--- src/rtl/pe_output_pkg.sv ---
// Shared types and constants for the PE result write-back stage.
// Holds the writer FSM state enum, Avalon word constants and the ReLU helper.
package pe_output_pkg;

    typedef enum logic [1:0] {
        S_IDLE  = 2'd0,
        S_WRITE = 2'd1,
        S_DONE  = 2'd2
    } pe_out_state_t;

    localparam int         WORD_W = 32;
    localparam logic [3:0] BE_ALL = 4'hF;

    // Negative lanes (sign bit set) clamp to zero.
    function automatic logic [15:0] relu16(input logic [15:0] x);
        return x[15] ? 16'h0000 : x;
    endfunction

endpackage

--- src/rtl/pe_output_writer.sv ---
// Latches the PE result vector on start, optionally applies ReLU, packs two
// lanes per 32-bit word and writes them out over an Avalon-MM write master.
// Ports:
//   clk, rst_n            clock, async active-low reset
//   start                 one-cycle request from the control FSM
//   base_addr             first word address, sampled with start
//   relu_en, output_en    clamp enable / write enable, sampled with start
//   pe_result             NUM_PE lanes of DATA_W bits, sampled with start
//   avm_*                 Avalon-MM write master (waitrequest honoured)
//   busy, done, overrun   status back to the control FSM
module pe_output_writer
    import pe_output_pkg::*;
#(
    parameter int NUM_PE = 16,
    parameter int DATA_W = 16,
    parameter int ADDR_W = 15
) (
    input  logic                     clk,
    input  logic                     rst_n,
    input  logic                     start,
    input  logic [ADDR_W-1:0]        base_addr,
    input  logic                     relu_en,
    input  logic                     output_en,
    input  logic [NUM_PE*DATA_W-1:0] pe_result,
    output logic [ADDR_W-1:0]        avm_address,
    output logic                     avm_write,
    output logic [31:0]              avm_writedata,
    output logic [3:0]               avm_byteenable,
    input  logic                     avm_waitrequest,
    output logic                     busy,
    output logic                     done,
    output logic                     overrun
);

    localparam int NWORDS = NUM_PE / 2;
    localparam int CNT_W  = (NWORDS > 1) ? $clog2(NWORDS) : 1;
    localparam int BUF_W  = NUM_PE * DATA_W;

    pe_out_state_t     state_q, state_d;
    logic [BUF_W-1:0]  buf_q, buf_d;
    logic [ADDR_W-1:0] addr_q, addr_d;
    logic [CNT_W-1:0]  cnt_q, cnt_d;
    logic              ovr_q, ovr_d;

    logic [BUF_W-1:0]  cap;
    logic [WORD_W-1:0] word [NWORDS];
    logic              last_word;

    // Capture path: each lane passes through ReLU when enabled.
    for (genvar i = 0; i < NUM_PE; i++) begin : g_lane
        logic [DATA_W-1:0] raw;
        assign raw = pe_result[i*DATA_W +: DATA_W];
        assign cap[i*DATA_W +: DATA_W] = relu_en ? relu16(raw) : raw;
    end

    // Word k is {lane 2k+1, lane 2k}, which is simply a 32-bit slice.
    for (genvar w = 0; w < NWORDS; w++) begin : g_word
        assign word[w] = buf_q[w*WORD_W +: WORD_W];
    end

    assign last_word = (cnt_q == CNT_W'(NWORDS - 1));

    always_comb begin
        state_d = state_q;
        buf_d   = buf_q;
        addr_d  = addr_q;
        cnt_d   = cnt_q;
        ovr_d   = ovr_q;
        unique case (state_q)
            S_IDLE: begin
                if (start) begin
                    ovr_d = 1'b0;
                    if (output_en) begin
                        buf_d   = cap;
                        addr_d  = base_addr;
                        cnt_d   = '0;
                        state_d = S_WRITE;
                    end else begin
                        state_d = S_DONE;
                    end
                end
            end
            S_WRITE: begin
                if (start) ovr_d = 1'b1;
                if (!avm_waitrequest) begin
                    // Address wraps naturally at 2^ADDR_W.
                    addr_d = addr_q + ADDR_W'(1);
                    if (last_word) begin
                        cnt_d   = '0;
                        state_d = S_DONE;
                    end else begin
                        cnt_d = cnt_q + CNT_W'(1);
                    end
                end
            end
            S_DONE: begin
                if (start) ovr_d = 1'b1;
                state_d = S_IDLE;
            end
            default: state_d = S_IDLE;
        endcase
    end

    always_ff @(posedge clk or negedge rst_n) begin
        if (!rst_n) begin
            state_q <= S_IDLE;
            buf_q   <= '0;
            addr_q  <= '0;
            cnt_q   <= '0;
            ovr_q   <= 1'b0;
        end else begin
            state_q <= state_d;
            buf_q   <= buf_d;
            addr_q  <= addr_d;
            cnt_q   <= cnt_d;
            ovr_q   <= ovr_d;
        end
    end

    // All outputs decode from registers only.
    assign avm_write      = (state_q == S_WRITE);
    assign avm_address    = addr_q;
    assign avm_writedata  = avm_write ? word[cnt_q] : '0;
    assign avm_byteenable = avm_write ? BE_ALL : 4'h0;
    assign busy           = avm_write;
    assign done           = (state_q == S_DONE);
    assign overrun        = ovr_q;

endmodule

--- config.mk ---
export PLATFORM = sky130hd
export DESIGN_NAME = pe_output_writer
export DESIGN_NICKNAME = d
export VERILOG_FILES = /design/src/rtl/pe_output_pkg.sv /design/src/rtl/pe_output_writer.sv
export SDC_FILE = /design/constraint.sdc
export NUM_CORES = 1
export LEC_CHECK = 0
export CORE_ASPECT_RATIO = 1.2
export CORE_UTILIZATION = 50
export CTS_CLUSTER_SIZE = 24
export DETAILED_ROUTE_END_ITERATION = 10
export PLACE_DENSITY = 0.81
export SLEW_MARGIN = 20
export SYNTH_ARGS = -nofsm -noshare
export SYNTH_HDL_FRONTEND = slang
export SYNTH_SLANG_ARGS = --single-unit
--- constraint.sdc ---
create_clock -name clk -period 2.8 [get_ports clk]
set_clock_uncertainty 0.15 [all_clocks]
set_input_delay 0.56 -clock clk [delete_from_list [all_inputs] [get_ports clk]]
set_output_delay 0.56 -clock clk [all_outputs]
set_load 0.005 [all_outputs]
==> impl_metrics.env, run 1 <==
export IMPL_outcome="finished with violations"
export IMPL_failed_checks="setup timing"
export IMPL_switchingPower_mw=5.65
export IMPL_sequential_share_of_power=0.439
export IMPL_timing_setup_critical_path_class="register to output pin"
export IMPL_whs_ns=0.329
export IMPL_number_of_port_buffers=331
export IMPL_fillCellCount=1912
export IMPL_synthesis_area_per_instance_um2=9.47
export IMPL_synthesis_area_um2=13400
export IMPL_ff2ff_setup_slack_ns=0.61
export IMPL_critPathMostFrequentCell="sky130_fd_sc_hd__buf_12"
export IMPL_synth_largest_area_cell="sky130_fd_sc_hd__dfrtp_1"
export IMPL_gp_congestion=0.944
export IMPL_critical_path_required_ns=2.09
export IMPL_synthesis_nets=1700
export IMPL_grt_pass1_vias=11604
export IMPL_slowest_stage="sky130_fd_sc_hd__dfrtp_4"
export IMPL_cts_path_max_buffers=3
export IMPL_avgRoutedWirePerCell_um=20.6
export IMPL_crit_family="multiplexers"
export IMPL_top_area_cells_in_the_synthesized_netlist="sky130_fd_sc_hd__dfrtp_1 (52%), sky130_fd_sc_hd__nand2_1 (15%), sky130_fd_sc_hd__mux4_2 (11%), sky130_fd_sc_hd__o21ai_0 (8.2%), sky130_fd_sc_hd__mux2i_1 (2.5%)"
export IMPL_asyncSetResetFlopFracSynth=1.00
export IMPL_inst_count_dp=2005
export IMPL_flow_area_growth_from_synthesis_pct=36.6
export IMPL_drt_iter0_drc=1042
export IMPL_clk_pin_slew_ns=0.06
export IMPL_vdd_ir_drop_max_mv=0.545
export IMPL_yosys_cell_count_top_type="sky130_fd_sc_hd__nand2_1"
export IMPL_layout_drive_gt1_share=0.120
export IMPL_initial_antenna_violation_count=7
export IMPL_power_density_nw_per_um2=900
export IMPL_synth_top_cells_by_count="sky130_fd_sc_hd__nand2_1 (530), sky130_fd_sc_hd__dfrtp_1 (277), sky130_fd_sc_hd__o21ai_0 (220)"
export IMPL_setup_worst_path_start_class="register"
export IMPL_timing_critical_path_buf_inv=4
export IMPL_timing_worst_slew_pin_value_ns=0.712
export IMPL_rr_startpoint="cnt_q[0]"
export IMPL_fp_rows=65
export IMPL_synth_edff_count=0
export IMPL_nets=2012
export IMPL_clock_insertion_delay_worst_skew_ns=0.54
export IMPL_post_synth_mux_area_share=0.132
export IMPL_detailedPlacementHpwl_um=30300
export IMPL_die_h_um=181
export IMPL_drc=0
export IMPL_die_area_um2=27500
export IMPL_synthesis_yosys_warnings=0
export IMPL_grt_overflow=0
export IMPL_ant_nets=0
export IMPL_layout_worst_path_cycle_share=1.07
export IMPL_hold_crit_endpoint="buf_q[242]"
export IMPL_min_delay_start="buf_q[242]"
export IMPL_core_area_um2=26400
export IMPL_switching_share=0.343
export IMPL_ctsHtreeMaxLevel=1
export IMPL_worstPathCellList="buf_12, buf_12, buf_6, mux4_2, mux2i_1, nor2b_1, buf_2"
export IMPL_route_final_wire_length_um=43100
export IMPL_r2r_cells=8
export IMPL_timing_critical_path_arrival_ns=2.30
export IMPL_synth_compound_area_share=0.115
export IMPL_min_path_type="register to register"
export IMPL_tritoncts="done"
export IMPL_tritoncts_num_buffers=28
export IMPL_endpoint_kind="output pin"
export IMPL_synth_seq_area_share=0.516
export IMPL_setup_repair_after_global_routing_missed_its_margin="true"
export IMPL_grt_first_pass_wirelength_um=65400
export IMPL_power_internal_mw=10.8
export IMPL_fp_dieW_um=152
export IMPL_ys_dominant_reg_cell="sky130_fd_sc_hd__dfrtp_1"
export IMPL_dr_total_vias=11887
export IMPL_final_period_minus_worst_setup_slack_ns=3.01
export IMPL_place_worst_setup_slack_ns=0.0636
export IMPL_summed_area_of_non_filler_cells_in_the_final_layout_um2=18300
export IMPL_fin_setup_tns_ns=-4.35
export IMPL_max_fo_critical_path=5
export IMPL_ios=332
export IMPL_initial_core_util=0.509
export IMPL_comb_power_share=0.339
export IMPL_synth_xor_area_share=0
export IMPL_cpPeakStageDelay_ns=0.51
export IMPL_global_route_usage_total=0.315
export IMPL_clock_sinks=277
export IMPL_p_clk_frac=0.223
export IMPL_drv_slew=0
export IMPL_cap_viol_max_count=0
export IMPL_fmaxAchievable_mhz=333
export IMPL_timing_final_setup_violations=32
export IMPL_via_per_inst=5.68
export IMPL_synth_seq_cells=277
export IMPL_synth_top_cell_area_share=0.516
export IMPL_timing_hold_worst_path_depth=2
export IMPL_static_leakage_power_nw=8.19
export IMPL_yosys_area_share_simple=0.195
export IMPL_placed_area_um2=17100
export IMPL_post_synth_num_cell_types=39
export IMPL_setup_ws_ns=-0.206
export IMPL_grt_max_degree=129
export IMPL_drtPass1Iterations=5
export IMPL_timing_hold_violations_final=0
export IMPL_fin_cells=2092
export IMPL_post_synth_inst_count=1417
export IMPL_largest_family_of_logic_cells_by_synthesized_area="simple AND/OR/NAND/NOR gates"
export IMPL_worst_case_headroom_to_the_max_slew_limit=0.524
export IMPL_clock_root_buffer="sky130_fd_sc_hd__clkbuf_16"
export IMPL_post_synth_fa_ha_maj_area_fraction=0.00559
export IMPL_crit_reg2reg_capture="cnt_q[0]"
[cells in the final DEF, fill, tap and decap left out, types with 3 or more instances in the layout]
cell / netlist / layout
sky130_fd_sc_hd__buf_8: 0 / 6
sky130_fd_sc_hd__mux4_2: 64 / 64
sky130_fd_sc_hd__clkdlybuf4s50_1: 0 / 298
sky130_fd_sc_hd__dfrtp_1: 277 / 274
sky130_fd_sc_hd__buf_16: 0 / 4
sky130_fd_sc_hd__clkbuf_1: 69 / 7
sky130_fd_sc_hd__nor2b_1: 36 / 34
sky130_fd_sc_hd__buf_2: 29 / 32
sky130_fd_sc_hd__ha_1: 6 / 5
sky130_fd_sc_hd__nor2_1: 3 / 3
sky130_fd_sc_hd__buf_4: 10 / 16
sky130_fd_sc_hd__clkinv_2: 0 / 6
sky130_fd_sc_hd__buf_12: 0 / 20
sky130_fd_sc_hd__o22ai_1: 8 / 8
sky130_fd_sc_hd__nor3_1: 7 / 7
sky130_fd_sc_hd__diode_2: 0 / 7
sky130_fd_sc_hd__o21ai_0: 220 / 220
sky130_fd_sc_hd__a21oi_1: 11 / 11
sky130_fd_sc_hd__and4_1: 7 / 7
sky130_fd_sc_hd__clkbuf_16: 0 / 29
sky130_fd_sc_hd__nand2_1: 530 / 530
sky130_fd_sc_hd__nand2b_1: 18 / 18
sky130_fd_sc_hd__nand4_1: 6 / 6
sky130_fd_sc_hd__o21ai_1: 45 / 45
sky130_fd_sc_hd__clkbuf_8: 0 / 8
sky130_fd_sc_hd__nand3_1: 12 / 12
sky130_fd_sc_hd__nor3b_1: 3 / 3
sky130_fd_sc_hd__buf_6: 0 / 15
sky130_fd_sc_hd__mux2i_1: 33 / 33
[what timing repair did]
item,in CTS,in global routing
gates cloned,6,0
buffers inserted,22,6
hold buffers,1,0
resized for setup,160,14
setup endpoints to repair,32,32
hold endpoints to repair,60,0
[power by group through the flow]
| stage | clock network (mW) | registers, mW | logic, mW |
|---|---|---|---|
| floorplan | 0 | 6.54 | 3.50 |
| global placement | 0 | 7.19 | 4.99 |
| detailed placement | 0 | 7.17 | 5.27 |
| CTS | 3.70 | 7.14 | 5.54 |
| global route | 3.87 | 7.38 | 6.19 |
| finish | 3.68 | 7.24 | 5.59 |
[routing by layer]
metal / track usage / up-vias / routed length [um]
met5: 0 / - / 0
met4: 0.125 / 0 / 1640
met3: 0.0590 / 98 / 4160
met2: 0.474 / 613 / 19900
met1: 0.453 / 5743 / 17400
li1: - / 5433 / -
[flip-flops by register name, summed over array words and instances (netlist names)]
name and cells:
overrun 1, buf_q 256, avm_address 15, cnt_q 3, state_q 2
[kinds of logic (layout without fill, tap and decap cells)]
logic type / Yosys count / after routing
DFF: 277 / 277
other: 0 / 7
and+or+nand+nor: 629 / 629
muxes: 97 / 97
buffers and inverters: 112 / 445
adders and majority gates: 6 / 6
AOI/OAI and AO/OA: 296 / 296
[area by class of cell]
type / count / area, um^2 / area share
Multi-Input combinational cell: 1028 / 6010 / 0.328
Tap cell: 335 / 419 / 0.0229
Clock buffer: 44 / 862 / 0.0470
Clock inverter: 7 / 38.8 / 0.00212
Timing Repair Buffer: 392 / 4040 / 0.220
Antenna cell: 7 / 17.5 / 0.000955
Sequential cell: 277 / 6940 / 0.378
Inverter: 2 / 7.51 / 0.000409
[how the worst max path moves through the flow]
stage	from	end	slack [ns]	depth (start not counted)
finish	cnt_q[0]	avm_writedata[14]	-0.21	7
global route	cnt_q[0]	avm_writedata[15]	-0.27	7
CTS	cnt_q[0]	avm_writedata[16]	-0.21	7
detailed placement	cnt_q[0]	avm_writedata[19]	0.06	5
global placement	cnt_q[0]	avm_writedata[28]	0.10	5
floorplan	cnt_q[0]	avm_writedata[25]	0.54	5
[through the flow]
step / total power, mW / util
floorplan: 10.0 / -
global placement: 12.2 / 0.650
detailed placement: 12.4 / 0.650
CTS: 16.4 / 0.695
global route: 17.4 / 0.696
finish: 16.5 / 0.696
[worst reg2reg max path, cell delays in order, from the launching register on]
cell and delay [ns]:
sky130_fd_sc_hd__dfrtp_4 0.51, sky130_fd_sc_hd__buf_12 0.16, sky130_fd_sc_hd__buf_6 0.11, sky130_fd_sc_hd__buf_8 0.12, sky130_fd_sc_hd__buf_4 0.14, sky130_fd_sc_hd__ha_1 0.21
sky130_fd_sc_hd__ha_1 0.23, sky130_fd_sc_hd__nor4b_1 0.30, sky130_fd_sc_hd__a21o_1 0.17
No activity file was read; power rests on OpenSTA's default activity.
==> inputs of run 2 (changes only) <==
--- a/config.mk
+++ b/config.mk
@@ -5,11 +5,13 @@
 export SDC_FILE = /design/constraint.sdc
 export NUM_CORES = 1
 export LEC_CHECK = 0
+export CELL_PAD_IN_SITES_DETAIL_PLACEMENT = 0
+export CELL_PAD_IN_SITES_GLOBAL_PLACEMENT = 1
 export CORE_ASPECT_RATIO = 1.2
-export CORE_UTILIZATION = 50
+export CORE_UTILIZATION = 38
 export CTS_CLUSTER_SIZE = 24
 export DETAILED_ROUTE_END_ITERATION = 10
-export PLACE_DENSITY = 0.81
+export PLACE_DENSITY_LB_ADDON = 0.1
 export SLEW_MARGIN = 20
 export SYNTH_ARGS = -nofsm -noshare
 export SYNTH_HDL_FRONTEND = slang
==> impl_metrics.env, run 2 (synthesis gave the netlist of run 1 again) <==
export IMPL_flow_area_growth_from_synthesis_pct=39.8
export IMPL_core_area_um2=34900
export IMPL_largest_reg_flops=256
export IMPL_nets=2016
export IMPL_avgRoutedWirePerCell_um=20.0
export IMPL_slowest_stage="sky130_fd_sc_hd__dfrtp_4"
export IMPL_tritoncts="done"
export IMPL_timing_setup_critical_path_class="register to output pin"
export IMPL_static_leakage_power_nw=8.30
export IMPL_fin_setup_tns_ns=-4.45
export IMPL_fmaxAchievable_mhz=327
export IMPL_global_route_usage_total=0.246
export IMPL_mostFrequentLayoutCells="sky130_fd_sc_hd__nand2_1 (530), sky130_fd_sc_hd__clkdlybuf4s50_1 (298), sky130_fd_sc_hd__dfrtp_1 (274)"
export IMPL_crit_family="buffers and inverters"
export IMPL_dr_total_vias=11351
export IMPL_min_path_type="register to register"
export IMPL_place_worst_setup_slack_ns=0.0434
export IMPL_whs_ns=0.326
export IMPL_setup_ws_ns=-0.254
export IMPL_drtPass1Iterations=5
export IMPL_cap_viol_max_count=0
export IMPL_post_layout_total_power_mw=17.1
export IMPL_vdd_ir_drop_max_mv=0.503
export IMPL_number_of_port_buffers=331
export IMPL_most_frequent_standard_cell_in_the_layout_excluding_fill_and_tap_cells="sky130_fd_sc_hd__nand2_1"
export IMPL_power_density_nw_per_um2=914
export IMPL_fp_dieW_um=174
export IMPL_via_per_inst=5.11
export IMPL_setup_repair_after_global_routing_missed_its_margin="true"
export IMPL_final_period_minus_worst_setup_slack_ns=3.05
export IMPL_layout_worst_path_cycle_share=1.09
export IMPL_clock_root_buffer="sky130_fd_sc_hd__clkbuf_16"
export IMPL_grt_overflow=0
export IMPL_setup_worst_path_start_class="register"
export IMPL_timing_final_setup_violations=31
export IMPL_inst_count_dp=2130
export IMPL_ctsHtreeMaxLevel=1
export IMPL_fillCellCount=3205
export IMPL_fp_rows=75
export IMPL_critPathMostFrequentCell="sky130_fd_sc_hd__buf_12"
export IMPL_failed_checks="setup timing"
export IMPL_endpoint_kind="output pin"
export IMPL_timing_worst_slew_pin_value_ns=0.694
export IMPL_ant_nets=0
export IMPL_clk_pin_slew_ns=0.06
export IMPL_route_final_wire_length_um=44500
export IMPL_die_area_um2=36100
export IMPL_timing_critical_path_buf_inv=5
export IMPL_drv_slew=0
export IMPL_setup_worst_path_start="cnt_q[0]"
export IMPL_drc=0
export IMPL_worst_case_headroom_to_the_max_slew_limit=0.536
export IMPL_grt_pass1_vias=11109
export IMPL_grt_first_pass_wirelength_um=67300
export IMPL_max_fo_critical_path=6
export IMPL_initial_antenna_violation_count=7
export IMPL_timing_critical_path_arrival_ns=2.34
export IMPL_min_delay_start="buf_q[36]"
export IMPL_grt_max_degree=87
export IMPL_drt_iter0_drc=867
export IMPL_worstPathCellList="buf_12, buf_12, buf_16, buf_6, mux4_2, mux2i_1, nor2b_1, buf_2"
export IMPL_largest_register="buf_q"
export IMPL_cts_path_max_buffers=3
export IMPL_die_h_um=208
export IMPL_initial_core_util=0.384
export IMPL_gp_congestion=0.922
export IMPL_clock_insertion_delay_worst_skew_ns=0.55
export IMPL_layout_drive_gt1_share=0.123
export IMPL_fin_cells=2221
export IMPL_rr_startpoint="state_q[1]"
export IMPL_critical_path_required_ns=2.09
export IMPL_tritoncts_num_buffers=30
export IMPL_cpPeakStageDelay_ns=0.50
export IMPL_outcome="finished with violations"
export IMPL_clock_sinks=277
export IMPL_detailedPlacementHpwl_um=31200
export IMPL_ios=332
export IMPL_timing_hold_violations_final=0
## run 2: cell types whose count changed in the layout (fill, tap and decap cells not counted), moves of 2 or more
cell	delta
sky130_fd_sc_hd__buf_8	-5
sky130_fd_sc_hd__bufinv_16	+5
sky130_fd_sc_hd__buf_12	+4
sky130_fd_sc_hd__buf_4	+4
sky130_fd_sc_hd__buf_6	-4
sky130_fd_sc_hd__clkbuf_16	+3
sky130_fd_sc_hd__diode_2	-3
sky130_fd_sc_hd__clkbuf_1	-2
sky130_fd_sc_hd__clkinv_2	-2
sky130_fd_sc_hd__clkinvlp_4	+2
sky130_fd_sc_hd__nor2b_1	+2
sky130_fd_sc_hd__nor2b_2	-2
## run 2: cell type report
| class | instances | area, um^2 | area share |
|---|---|---|---|
| clock inverter | 11 | 185 | 0.00987 |
| timing repair buffer | 394 | 4120 | 0.220 |
| clock buffer | 43 | 891 | 0.0475 |
| inverter | 2 | 7.51 | 0.000400 |
| tap | 462 | 578 | 0.0308 |
| antenna | 4 | 10.0 | 0.000534 |
| sequential | 277 | 6940 | 0.370 |
| multi-input combinational | 1028 | 6030 | 0.321 |
## run 2: worst register-to-register path: cells and delay by family (launching register included)
family / cells / cell delay [ns]
simple gates: 3 / 0.73
buf+inv: 2 / 0.47
flops: 1 / 0.40
compound gates: 1 / 0.39
fa+ha+maj: 1 / 0.20
## run 2: path summary, 6_finish.rpt
kind,endpoint,slack (ns),depth (start not counted)
setup / recovery,avm_writedata[12],-0.25,8
hold / removal,buf_q[36],0.33,2
setup reg to reg,avm_address[7],0.40,7
hold reg to reg,buf_q[36],0.33,2
max in group asynchronous,buf_q[16],1.41,3
min in group asynchronous,state_q[0],0.35,2
## run 2: through the flow
step,cell area (um^2),utilization
finish,18800,0.537
global route,18800,0.537
CTS,18700,0.537
detailed placement,17300,0.495
global placement,17300,0.495
floorplan,13400,-
## run 2: where the power goes
group | total, mW | internal, mW | switching (mW) | leakage, nW
sequential | 7.22 | 5.81 | 1.41 | 3.51
clock | 4.30 | 2.66 | 1.65 | 0.525
combinational | 5.63 | 3.00 | 2.62 | 4.27
## run 2: what timing repair did
action | in CTS | in global routing
resized for setup | 143 | 10
endpoints found under the setup margin | 33 | 33
hold buffers | 1 | 0
setup buffers | 22 | 7
endpoints found under the hold margin | 43 | 0
cloned | 7 | 1
## run 2: routing by layer
layer	GRT usage	wire length (um)
met3	0.0414	2840
met4	0.0595	799
met2	0.369	19800
met1	0.370	21000
met5	0	25
